$ cat src/rtl/calc_core.sv
`default_nettype none
// ============================================================================
//  Module      : calc_core
//  Description : Iterative signed 32x32 multiply (32-step shift-add on
//                magnitudes, sign applied once) with byte-serial output of
//                the 64-bit product, LSB byte first.
//  Revision    : 1.0 - initial release
// ============================================================================
module calc_core (
  input  logic        clk,
  input  logic        rst_n,
  input  logic        ena,
  input  logic [31:0] a0,
  input  logic [31:0] a1,
  input  logic        start_calc,
  output logic        core_busy,
  output logic [63:0] result,
  output logic [7:0]  out_pins,
  output logic        out_valid,
  output logic        done
);

  typedef enum logic [1:0] {
    S_IDLE = 2'd0,
    S_MUL  = 2'd1,
    S_FIX  = 2'd2,
    S_OUT  = 2'd3
  } state_t;

  localparam logic [4:0] c_LAST_STEP = 5'd31;
  localparam logic [2:0] c_LAST_BYTE = 3'd7;

  // Registered state
  state_t      r_state;
  logic        r_start_d;
  logic [31:0] r_mag_a;
  logic [31:0] r_mag_b;
  logic        r_neg;
  logic [63:0] r_acc;
  logic [4:0]  r_step;
  logic [2:0]  r_byte_idx;
  logic        r_busy;
  logic [63:0] r_result;
  logic        r_done;

  // Next-state values
  state_t      w_state;
  logic [31:0] w_mag_a;
  logic [31:0] w_mag_b;
  logic        w_neg;
  logic [63:0] w_acc;
  logic [4:0]  w_step;
  logic [2:0]  w_byte_idx;
  logic        w_busy;
  logic [63:0] w_result;
  logic        w_done;

  // Helpers
  logic        w_start;
  logic [31:0] w_abs_a0;
  logic [31:0] w_abs_a1;
  logic [63:0] w_addend;

  // Rising edge of the loader request, only honoured while idle
  assign w_start  = (r_state == S_IDLE) && start_calc && !r_start_d;

  // Magnitudes; |-2^31| wraps to 0x8000_0000, which is the correct unsigned value
  assign w_abs_a0 = a0[31] ? (~a0 + 32'd1) : a0;
  assign w_abs_a1 = a1[31] ? (~a1 + 32'd1) : a1;

  // Partial product for the current step
  assign w_addend = {32'b0, r_mag_a} << r_step;

  // Next-state and datapath decisions; every target defaults to holding
  always_comb begin
    w_state    = r_state;
    w_mag_a    = r_mag_a;
    w_mag_b    = r_mag_b;
    w_neg      = r_neg;
    w_acc      = r_acc;
    w_step     = r_step;
    w_byte_idx = r_byte_idx;
    w_busy     = r_busy;
    w_result   = r_result;
    w_done     = 1'b0;

    case (r_state)
      S_IDLE: begin
        if (w_start) begin
          w_mag_a = w_abs_a0;
          w_mag_b = w_abs_a1;
          w_neg   = a0[31] ^ a1[31];
          w_acc   = 64'd0;
          w_step  = 5'd0;
          w_busy  = 1'b1;
          w_state = S_MUL;
        end
      end

      S_MUL: begin
        if (r_mag_b[0]) begin
          w_acc = r_acc + w_addend;
        end
        w_mag_b = r_mag_b >> 1;
        w_step  = r_step + 5'd1;
        if (r_step == c_LAST_STEP) begin
          w_state = S_FIX;
        end
      end

      S_FIX: begin
        w_result   = r_neg ? (~r_acc + 64'd1) : r_acc;
        w_byte_idx = 3'd0;
        w_state    = S_OUT;
      end

      S_OUT: begin
        w_byte_idx = r_byte_idx + 3'd1;
        if (r_byte_idx == c_LAST_BYTE) begin
          w_busy  = 1'b0;
          w_done  = 1'b1;
          w_state = S_IDLE;
        end
      end

      default: begin
        w_state = S_IDLE;
      end
    endcase
  end

  // State register: async clear, everything frozen while ena is low
  always_ff @(posedge clk or negedge rst_n) begin
    if (!rst_n) begin
      r_state    <= S_IDLE;
      r_start_d  <= 1'b0;
      r_mag_a    <= 32'd0;
      r_mag_b    <= 32'd0;
      r_neg      <= 1'b0;
      r_acc      <= 64'd0;
      r_step     <= 5'd0;
      r_byte_idx <= 3'd0;
      r_busy     <= 1'b0;
      r_result   <= 64'd0;
      r_done     <= 1'b0;
    end else if (ena) begin
      r_state    <= w_state;
      r_start_d  <= start_calc;
      r_mag_a    <= w_mag_a;
      r_mag_b    <= w_mag_b;
      r_neg      <= w_neg;
      r_acc      <= w_acc;
      r_step     <= w_step;
      r_byte_idx <= w_byte_idx;
      r_busy     <= w_busy;
      r_result   <= w_result;
      r_done     <= w_done;
    end
  end

  // Output byte is a pure decode of registered state, so it clears with reset
  assign out_valid = (r_state == S_OUT);
  assign out_pins  = out_valid ? r_result[{r_byte_idx, 3'b000} +: 8] : 8'd0;
  assign core_busy = r_busy;
  assign result    = r_result;
  assign done      = r_done;

endmodule
`default_nettype wire
$ cat config.mk
export PLATFORM = sky130hd
export DESIGN_NAME = calc_core
export DESIGN_NICKNAME = d
export VERILOG_FILES = /design/src/rtl/calc_core.sv
export SDC_FILE = /design/constraint.sdc
export NUM_CORES = 1
export LEC_CHECK = 0
export CAP_MARGIN = 20
export CORE_MARGIN = 3
export CORE_UTILIZATION = 63
export DETAILED_ROUTE_END_ITERATION = 16
export DONT_BUFFER_PORTS = 1
export PLACE_DENSITY = 0.79
export SLEW_MARGIN = 30
export SYNTH_ARGS = -nofsm -noshare
export SYNTH_HDL_FRONTEND = slang
export SYNTH_SLANG_ARGS = --single-unit
$ cat constraint.sdc
create_clock -name clk -period 5.3 [get_ports clk]
set_clock_uncertainty 0.05 [all_clocks]
set_input_delay 0.795 -clock clk [delete_from_list [all_inputs] [get_ports clk]]
set_output_delay 0.795 -clock clk [all_outputs]
set_load 0.02 [all_outputs]
## Word level (Yosys, flattened, before mapping)

Index checks and enable logic that the tools add are counted.

- Word-level logic and storage cells: 67
- Output and inout port bits: 75
- Bits in latches: 0
- Register bits after elaboration: 206
- Bits of input ports: 68
- Memories kept: 0
- Memory bits (writable): 0
- ROM bits: 0

- Eq/ne operators: 9
- Bitwise gates (word level): 4
- Div/mod/pow operators: 0
- Shift-type cells: 2
- Add/subtract/negate cells: 6
- Reductions and logical operators: 14
- Muxes and demuxes: 21
- Order comparisons: 0
- Multiply operators: 0

Operators by type and width:

| kind | number |
|---|---|
| $mux W64 | 3 |
| $pmux W64 S2 | 1 |
| $mux W32 | 3 |
| $add A32 B1 Y32 const B | 2 |
| $add A64 B1 Y64 const B | 1 |
| $add A64 B64 Y64 | 1 |
| $not A32 Y32 | 2 |
| $not A64 Y64 | 1 |
| $pmux W32 S2 | 1 |
| $shiftx A64 B7 Y8 | 1 |
| $shl A32 B5 Y64 | 1 |
| $reduce_and A4 Y1 | 3 |
| $pmux W5 S2 | 1 |
| $mux W8 | 1 |
| $pmux W2 S4 | 1 |
| $mux W2 | 3 |
| $ne A2 B2 Y1 const B | 3 |
| $pmux W3 S2 | 1 |
| $reduce_and A3 Y1 | 2 |
| $reduce_bool A2 Y1 | 3 |
| $add A5 B1 Y5 const B | 1 |
| $eq A5 B5 Y1 const B | 1 |
| $mux W5 | 1 |
| $eq A2 B2 Y1 const B | 2 |
| 11 further kinds | 16 |

## Depth between registers and ports, before layout

- Word-level depth: 5
- Depth in mapped cells: 23
- Mapped depth without buffers: 20

## Worst setup path after synthesis

No wires, ideal clock.

- Path type: register to register
- From: register r_step[0]
- To: register r_acc[63]
- Setup time: 130 ps
- Stages on the path, launching flop included: 21
- Period minus slack after synthesis: 4663 ps
- Data arrival time: 4483 ps
- Path slack: 637 ps
- Data required time: 5120 ps
- Path buffers: 4
- Cell sequence: dfrtp_1 clkbuf_1 clkbuf_1 clkbuf_1 mux2i_1 a21oi_1 mux2i_1 mux2_2 mux2i_1 ha_1 clkbuf_1 nand4_1 or3_1 or3_1 a211oi_1 o21ai_0 o311ai_0 o21bai_1 a211oi_1 xnor2_1 nor2_1

- Cells in the longest elaborated chain, start to end: 4

RTL lines:

| element | RTL line | text |
|---|---|---|
| start, declared | 40 | `logic [4:0] r_step;` |
| start signal, assigned | 153 | `r_step <= w_step;` |
| $shl A32 B5 Y64 | 72 | `assign w_addend = {32'b0, r_mag_a} << r_step;` |
| $add A64 B64 Y64 | 102 | `w_acc = r_acc + w_addend;` |
| $mux W64 | 101 | `if (r_mag_b[0]) begin` |
| $pmux W64 S2 | 87 | `case (r_state)` |
| end signal, assigned | 152 | `r_acc <= w_acc;` |
| end, declared | 39 | `logic [63:0] r_acc;` |

Every way passes these cells. The select of a mux whose other input is x is not followed.
A chain may end at the register's enable or synchronous reset.

## Worst setup path in the final report

- From: register r_step[0]
- To: register r_acc[60]

Same word-level chain as after synthesis.

==> impl_metrics.yaml <==
routing:
  drt_first_pass_iters: 5
  drt_iter0_drc: 1454
  final_antenna_net_count: 0
  drc: 0
  top_layer_used: "met4"
  post_drt_wl_per_cell_um: 20.2
  drt-met1-wl_um: 20300
  wirelength_um: 45900
  route.met2.wl_um: 20500
  wl_met3_um: 3960
  vias: 14500
  viasPerCell: 6.39
yosys:
  ys_ff_latch: 206
  ys.flop_type: "dfrtp_1"
  synth_edf_count: 0
  syn-instance-count: 1996
  synthTopCellsByArea: "dfrtp_1, o21ai_0, nand2_1, xor2_1, ha_1"
  synthArstFlopShare: 1.00
  yosysTopAreaCell: "dfrtp_1"
  yosysSeqAreaShare: 0.312
  avgSynthCellArea_um2: 8.27
  syn_area_um2: 16500
  synth.distinct_cells: 74
  synthDominantCellAreaShare: 0.312
  yosysWarnings: 0
  synth_fp_nets: 2139
power:
  powerDensity_nw_per_um2: 701
  vdd_ir_drop_max_uv: 566
  static-leakage-power_nw: 7.64
run:
  max_cap_viol_count: 0
timing:
  fin_crit_sh: 0.946
  setup_viol: 0
  rsz0062_at_grt: "false"
  min_period_ns: 5.01
  setup_slack_ns: 0.287
  worst_hold_slack_ns: -0.101
  fmax_ghz: 0.199
  drv_slew: 0
  setup_tns_ns: 0
  slew_headroom: 0.449
  hold_viol: 206
  tightest_slew_ns: 0.826
critical_path:
  crit_fanout: 24
  critPathSlowestCell: "dfrtp_4"
  end_kind: "flip-flop"
  criticalPathCategory: "reg -> reg"
  path_cells: "buf_4, mux4_2, mux2i_1, mux2_2, o22ai_1, ha_1, nand2_1, or3_1, o21ai_0, a21oi_1, buf_4, o211ai_1, a31oi_1, buf_4, o31ai_1, xnor2_1, o21ai_0"
  crit_buf_inv: 3
  path_common_cell: "buf_4"
  cp-start-kind: "flip-flop"
  worstPathArrival_ns: 5.35
  required_ns: 5.64
  critical_path.max_stage_delay_ns: 0.62
  critical-path-top-delay-family: "compound AO/OA/AOI/OAI gates"
clock_tree:
  cts.path.max_buffers: 3
  cts_setup_buffers: 0
  clk_latency_ns: 0.54
  cts_root_buffer: "clkbuf_16"
  cts.sinks: 206
  cts_tree: "done"
  cts_buffers: 24
  htree_levels: 1
  cts.reportedPaths.clkPinSlew_ns: 0.06
finish:
  nets: 2066
  fin_util: 0.692
  num_antenna_cells: 0
  nFillCells: 2117
  drive_gt1_frac: 0.0866
  post_layout_nonfiller_instances: 2271
  layout-area-overhead-vs-synth_pct: 6.74
run_status:
  status: "finished with violations"
  violations: "negative hold slack"
floorplanning:
  core_area_um2: 25500
  row_count: 58
  initial_core_util: 0.648
  die_height_um: 168
  die_w_um: 168
  ios: 143
  dieArea_um2: 28200
global_routing:
  grt_pass1_vias: 13800
  grt_antenna_before_repair: 0
  track_usage: 0.320
  globalRouteOverflowTotal: 0
  grt_pass1_wl_um: 73900
  grt_max_degree: 207
placement:
  dp_cells: 2227
  place_worst_setup_slack_ns: 0.280
  place_congestion: 0.971
  dp_hpwl_um: 35500
  io_buffers: 0
hold_path:
  worstHoldPathType: "in -> async"
per-layer routing:
metal  vias to the layer above  global-route usage
li1                       7028                   -
met1                      6826               0.454
met2                       580               0.509
met3                        85              0.0639
met4                         0              0.0744
met5                         -                   0
power breakdown:
part / internal (mW) / switching [mW]
combinational: 2.91 / 4.28
clock: 1.13 / 0.695
sequential: 2.18 / 1.16
final timing paths:
| check | from | endpoint | slack, ns | depth (start not counted) |
|---|---|---|---|---|
| max in group asynchronous | rst_n | r_mag_a[24] | 5.04 | 0 |
| hold reg to reg | r_mag_b[4] | r_mag_b[4] | 0.43 | 2 |
| setup / recovery | r_step[0] | r_acc[60] | 0.29 | 17 |
| hold / removal | rst_n | result[4] | -0.10 | 0 |
| min in group clk | ena | done | 0.31 | 1 |
| setup reg to reg | r_step[0] | r_acc[60] | 0.29 | 17 |
cells by family after synthesis:
kind of cell / after synthesis / share of synthesized area
AOI/OAI and AO/OA: 605 / 0.216
xor gates and xnor gates: 180 / 0.0955
adders and majority gates: 75 / 0.0573
buffers and inverters: 164 / 0.0396
DFF: 206 / 0.312
muxes: 114 / 0.0969
and+or+nand+nor: 652 / 0.182
state kept, by name, summed over array words and instances (netlist names):
| name | count |
|---|---|
| r_acc | 64 |
| result | 64 |
| r_mag_a | 32 |
| r_mag_b | 32 |
| r_step | 5 |
| r_byte_idx | 3 |
| r_state | 2 |
| core_busy | 1 |
| done | 1 |
| r_neg | 1 |
| r_start_d | 1 |
synth_stat cells (11+ instances only):
cell / number
xor2_1: 132
a21o_1: 29
ha_1: 74
nand3_1: 24
mux4_2: 34
o22ai_1: 16
or2_2: 11
a211oi_1: 11
nand4_1: 21
or3_1: 30
nand2b_1: 19
mux2i_1: 53
xnor2_1: 48
nor2b_1: 20
mux2_2: 27
a21oi_1: 133
inv_1: 36
clkbuf_1: 103
nand2_1: 317
o41ai_1: 18
o31ai_1: 42
or4_1: 17
nor3_1: 16
nor2_1: 129
o21ai_0: 277
buf_1: 18
dfrtp_1: 206
layout by cell type, fill, tap and decap left out, types with 8 or more instances in the layout:
cell / netlist / final
nand2_1: 317 / 316
o21ai_0: 277 / 276
o22ai_1: 16 / 16
clkbuf_16: 0 / 24
nand4_1: 21 / 21
nor2b_1: 20 / 20
o21a_1: 8 / 8
mux2_2: 27 / 27
o21bai_1: 10 / 10
xor2_1: 132 / 132
xnor2_1: 48 / 48
buf_4: 0 / 23
ha_1: 74 / 73
or2_2: 11 / 11
o31ai_1: 42 / 42
o41ai_1: 18 / 18
nand2b_1: 19 / 19
nor3_1: 16 / 16
a21oi_1: 133 / 133
nor2_1: 129 / 128
and3_1: 10 / 10
inv_1: 36 / 36
mux2i_1: 53 / 53
mux4_2: 34 / 34
nand3_1: 24 / 23
a21o_1: 29 / 29
nor4_1: 10 / 10
a21boi_0: 8 / 8
dfrtp_1: 206 / 203
or4_1: 17 / 17
a211oi_1: 11 / 11
or3_1: 30 / 30
cell type report:
| cell class | count | area, µm² | share of cell area |
|---|---|---|---|
| multi-input cells | 1626 | 10700 | 0.610 |
| flip-flops and latches | 206 | 5160 | 0.293 |
| clock buffers | 32 | 701 | 0.0398 |
| well taps | 330 | 413 | 0.0234 |
| repair buffers | 28 | 279 | 0.0158 |
| clock inverters | 12 | 189 | 0.0107 |
| inverters | 37 | 139 | 0.00788 |
per-stage QoR:
step | hold slack (ns) | instance area (µm²) | power [mW]
3_5_place_dp | 0.419 | 16700 | 10.4
6_report | -0.101 | 17600 | 12.3
4_1_cts | -0.111 | 17600 | 12.2
5_1_grt | -0.120 | 17600 | 13.3
2_1_floorplan | 0.392 | 16500 | 8.47
3_3_place_gp | 0.410 | 16700 | 10.2
what timing repair did:
action	CTS	global route
hold endpoints to repair	206	206
gates resized for setup	0	2
setup endpoints to repair	0	5
(Power assumes the default switching activity.)
